## src/rtl/bcd_pkg.sv

```systemverilog
// Shared BCD types, limits and helpers for the BCD entry and display paths.
package bcd_pkg;

  typedef logic [3:0] bcd_digit_t;

  localparam bcd_digit_t BCD_MAX = 4'd9;

  typedef enum logic [1:0] {S_IDLE, S_CONV, S_DONE} b2b_state_t;

  // True when the nibble is a legal decimal digit.
  function automatic logic is_bcd(input bcd_digit_t d);
    return (d <= BCD_MAX);
  endfunction

endpackage

```

## src/rtl/bcd_digit_adjust.sv

```systemverilog
// One-nibble correction step of reverse double-dabble: subtract 3 from nibbles >= 8.
module bcd_digit_adjust
  import bcd_pkg::*;
(
  input  bcd_digit_t digit_i,
  output bcd_digit_t adj_c_o
);

  // A nibble >= 8 after the right shift came from an odd tens digit; result stays >= 5.
  assign adj_c_o = (digit_i >= 4'd8) ? (digit_i - 4'd3) : digit_i;

endmodule

```

## src/rtl/bcd_to_bin_seq.sv

```systemverilog
// Sequential BCD-to-binary converter (reverse double-dabble), valid/ready on both sides.
// Words with any non-decimal nibble are rejected with err instead of being converted.
module bcd_to_bin_seq
  import bcd_pkg::*;
#(
  parameter int unsigned NDIG = 2,
  parameter int unsigned BW   = 7
) (
  input  logic              clk,
  input  logic              rst_n,
  input  logic              in_valid,
  output logic              in_ready,
  input  logic [4*NDIG-1:0] bcd_in,
  output logic              out_valid,
  input  logic              out_ready,
  output logic [BW-1:0]     bin_out,
  output logic              err
);

  localparam int unsigned DW = 4 * NDIG;
  localparam int unsigned SW = DW + BW;
  localparam int unsigned CW = (BW > 1) ? $clog2(BW) : 1;

  if ((2 ** BW) < (10 ** NDIG)) begin : g_bw_check
    $error("bcd_to_bin_seq: BW too small to hold 10**NDIG-1");
  end

  b2b_state_t     state_q, state_d;
  logic [SW-1:0]  sr_q, sr_d;
  logic [CW-1:0]  cnt_q, cnt_d;
  logic [BW-1:0]  bin_q, bin_d;
  logic           err_q, err_d;
  logic           out_valid_q, out_valid_d;
  logic           in_ready_q, in_ready_d;

  logic [SW-1:0]  sr_shift;
  logic [SW-1:0]  sr_adj;
  logic           in_bad;

  assign sr_shift = sr_q >> 1;

  // Correct every BCD nibble of the shifted word in parallel; binary bits pass through.
  for (genvar g = 0; g < int'(NDIG); g++) begin : g_adj
    bcd_digit_adjust u_adj (
      .digit_i (sr_shift[BW + 4*g +: 4]),
      .adj_c_o (sr_adj[BW + 4*g +: 4])
    );
  end
  assign sr_adj[BW-1:0] = sr_shift[BW-1:0];

  always_comb begin
    in_bad = 1'b0;
    for (int unsigned i = 0; i < NDIG; i++) begin
      if (!is_bcd(bcd_in[4*i +: 4])) in_bad = 1'b1;
    end
  end

  always_ff @(posedge clk or negedge rst_n) begin
    if (!rst_n) begin
      state_q     <= S_IDLE;
      sr_q        <= '0;
      cnt_q       <= '0;
      bin_q       <= '0;
      err_q       <= 1'b0;
      out_valid_q <= 1'b0;
      in_ready_q  <= 1'b1;
    end else begin
      state_q     <= state_d;
      sr_q        <= sr_d;
      cnt_q       <= cnt_d;
      bin_q       <= bin_d;
      err_q       <= err_d;
      out_valid_q <= out_valid_d;
      in_ready_q  <= in_ready_d;
    end
  end

  always_comb begin
    state_d = state_q;
    sr_d    = sr_q;
    cnt_d   = cnt_q;
    bin_d   = bin_q;
    err_d   = err_q;

    case (state_q)
      S_IDLE: begin
        if (in_valid && in_ready_q) begin
          if (in_bad) begin
            err_d   = 1'b1;
            bin_d   = '0;
            state_d = S_DONE;
          end else begin
            sr_d    = {bcd_in, BW'(0)};
            cnt_d   = CW'(BW - 1);
            err_d   = 1'b0;
            state_d = S_CONV;
          end
        end
      end
      S_CONV: begin
        sr_d = sr_adj;
        if (cnt_q == '0) begin
          bin_d   = sr_adj[BW-1:0];
          state_d = S_DONE;
        end else begin
          cnt_d = cnt_q - CW'(1);
        end
      end
      S_DONE: begin
        if (out_ready) state_d = S_IDLE;
      end
      default: state_d = S_IDLE;
    endcase

    // Handshake flags track the state being entered so they stay registered.
    out_valid_d = (state_d == S_DONE);
    in_ready_d  = (state_d == S_IDLE);
  end

  assign in_ready  = in_ready_q;
  assign out_valid = out_valid_q;
  assign bin_out   = bin_q;
  assign err       = err_q;

endmodule

```

## config.mk

```make
export PLATFORM = sky130hd
export DESIGN_NAME = bcd_to_bin_seq
export DESIGN_NICKNAME = d
export VERILOG_FILES = /design/src/rtl/bcd_pkg.sv /design/src/rtl/bcd_digit_adjust.sv /design/src/rtl/bcd_to_bin_seq.sv
export SDC_FILE = /design/constraint.sdc
export NUM_CORES = 1
export LEC_CHECK = 0
export ABC_AREA = 1
export BUFFER_PORTS_ARGS = -buffer_cell sky130_fd_sc_hd__clkbuf_2
export CORE_MARGIN = 8
export CORE_UTILIZATION = 45
export DETAILED_ROUTE_END_ITERATION = 7
export GPL_TIMING_DRIVEN = 0
export PLACE_DENSITY_LB_ADDON = 0.3
export REMOVE_ABC_BUFFERS = 1
export SLEW_MARGIN = 20
export SYNTH_ARGS = -nofsm -noshare
export SYNTH_HDL_FRONTEND = slang
export SYNTH_SLANG_ARGS = --single-unit
```

## constraint.sdc

```tcl
create_clock -name clk -period 3.2 [get_ports clk]
set_input_delay 0.16 -clock clk [delete_from_list [all_inputs] [get_ports clk]]
set_output_delay 0.16 -clock clk [all_outputs]
set_load 0.02 [all_outputs]
```

==> flow_summary.ini <==
[clocking]
post_cts_resize_count = 0
holdBufCountCts = 1
cts.sinks = 29
path_clk_slew_ps = 90
max-clock-path-buffers = 2
insertion_delay_ps = 340
post-cts-setup-buffer-count = 0
root_buffer = clkbuf_4
numCtsBuffers = 5
htreeDepth = 2
cts_tree = yes

[placement]
numPortBuffers = 21
place_ws_ps = 1601
place_congestion = 0.7712
place_inst = 252
hpwl_um = 2053

[timing]
setup_slack_ps = 1592
period_share_pct = 50.25
finalSetupViolCount = 0
rsz0062_at_grt = false
fin_setup_tns_ps = 0
final_max_slew_viol_count = 0
fmax_ghz = 0.6219
fin_crit_ps = 1608
finalHoldViolCount = 0
max-slew-margin-rel_pct = 52.83
hold_ws_ps = 134.0
finClkSkew_ps = 14.05
worstMarginPinSlew_ps = 707.5

[floorplan]
dieArea_mm2 = 0.005317
io_pins = 22
num_rows = 20
die_y_um = 72.92
core_mm2 = 0.003078
fp.dieW_um = 72.92
start_util_pct = 47.36

[setup_path]
rrSetupSlack_ps = 1590
startpoint_type = flip-flop
rr_worst_depth = 6
critical_path_class = reg2reg
cp-end-kind = flip-flop
cp_max_fo = 18
reg2reg_from = state_q[1]$_DFF_PN0_
worstPathArrival_ps = 1830
required_ps = 3430
reg2reg_to = sr_q[14]$_DFFE_PN0P_

[cells_and_area]
fin_nets = 232
post_route_cells_drive_above_1_share_pct = 17.51
final_cells = 261
diodes = 0
areaGrowthSynthToFinish_pct = 13.22

[pwr]
p_leak_nw = 1.014
p_per_area_mw_per_mm2 = 917.3
fin_total_pwr_mw = 1.514
peakVddDrop_mv = 0.4600

[synth]
yosysWarningCount = 0
synth.distinct_cells = 18
ys_ff_latch = 29
synthTopCellsByArea = dfrtp_1 48%, nand2_1 24%, nand3_1 7.6%
synth.avg_cell_area_um2 = 7.632
synth_top_area_share_pct = 48.07
yosysTopAreaCell = dfrtp_1
syn_inst = 191
synth_area_mm2 = 0.001458
synth_seq_area_share_pct = 49.87

[worst_hold_path]
min_delay_path_depth = 3
hold_class = in2reg
holdPathEnd = out_valid$_DFF_PN0_
hp-start = out_ready

[run_status]
status = completed

[route]
drc = 0
drt-vias-per-instance = 4.709
routed_wl_um = 2884
vias = 1229
avgRoutedWirePerCell_um = 11.05
drtPass1Iterations = 4
drtIter0Drc = 81
ant_nets = 0

[job]
drv_cap = 0

[global_route]
antenna_found_initial = 0
grt_pass1_wl_um = 4954
track_usage_pct = 12.20
grt_overflow = 0
grt_start_max_net_pins = 30
first_global_vias = 1151
==> sequential cells by signal (all words and copies together), names as in the netlist <==
name / flops
err: 1
state_q: 2
bin_out: 7
out_valid: 1
sr_q: 14
cnt_q: 3
in_ready: 1
==> cells by family (layout without fill, tap and decap cells) <==
group / Yosys count / after routing / share of synthesized area (%)
xor gates and xnor gates: 1 / 1 / 0.6010
buffers and inverters: 24 / 50 / 7.124
DFF: 29 / 29 / 49.87
adders and majority gates: 4 / 4 / 3.434
and+or+nand+nor: 130 / 130 / 37.94
AOI/OAI and AO/OA: 3 / 3 / 1.030
==> placed cells by master (no fill, tap or decap), drive strengths merged <==
cell type	Yosys	routed
dfstp	1	1
nand2	99	99
dfrtp	28	28
nor2	7	7
xnor2	1	1
dlygate4sd3	0	1
clkbuf	0	27
ha	4	4
nand3b	2	2
clkinv	0	2
nand3	22	22
inv	20	20
o21ai	3	3
==> how the worst max path moves through the flow <==
stage	start	endpoint	slack, ps	depth (start not counted)
5_1_grt	state_q[1]$_DFF_PN0_	sr_q[8]$_DFFE_PN0P_	1440	6
3_3_place_gp	state_q[1]$_DFF_PN0_	sr_q[10]$_DFFE_PN0P_	1610	6
3_5_place_dp	state_q[1]$_DFF_PN0_	sr_q[7]$_DFFE_PN0P_	1600	6
6_report	state_q[1]$_DFF_PN0_	sr_q[14]$_DFFE_PN0P_	1590	6
2_1_floorplan	in_ready$_DFF_PN1_	bin_out[0]$_DFFE_PN0P_	1850	6
4_1_cts	state_q[1]$_DFF_PN0_	sr_q[14]$_DFFE_PN0P_	1590	6
==> area by class of cell <==
| cell class | count | area [µm²] |
|---|---|---|
| clock inverters | 2 | 10.01 |
| fillers | 303 | 1428 |
| inverters | 20 | 75.07 |
| flip-flops and latches | 29 | 726.9 |
| multi-input cells | 138 | 626.9 |
| repair buffers | 22 | 115.1 |
| well taps | 44 | 55.05 |
| clock buffers | 6 | 41.29 |
==> per-layer routing <==
metal | up-vias | wire, µm | track usage (%) | part of all wire, %
met1 | 569 | 1333 | 14.46 | 46
met2 | 19 | 1381 | 18.59 | 48
li1 | 634 | - | - | -
met4 | 0 | 73 | 8.667 | 2.5
met5 | - | 0 | 0 | 0
met3 | 7 | 96 | 3.297 | 3.3
==> through the flow <==
stage	util [%]	cell area, µm²
after floorplan	-	1429
after global placement	51.63	1589
after detailed placement	51.63	1589
after CTS	53.62	1650
after global routing	53.62	1650
final	53.62	1650
==> synth_stat cells <==
cell type / number
inv_1: 17
nand3b_1: 2
nand2_1: 95
nor2_1: 5
ha_1: 4
nand3_1: 22
dfstp_2: 1
buf_6: 1
buf_4: 1
buf_2: 2
inv_2: 3
dfrtp_1: 28
nor2_2: 1
xnor2_1: 1
nand2_2: 2
nand2_4: 2
o21ai_1: 3
nor2_4: 1
==> power breakdown <==
part           leakage, nW  total [mW]  internal (mW)  switching, mW
logic                0.606       0.676          0.220          0.456
registers            0.377       0.621          0.520          0.101
clock network       0.0320       0.216         0.0835          0.132
==> critical path, cell delays in order, from the launching register on <==
cell     delay, ps
dfrtp_1        440
nor2_4         400
inv_2          210
nand2_4        180
nand2_4        130
nand2_1         90
nand2_1         50
Note: power is estimated with default switching activity, not from simulation.
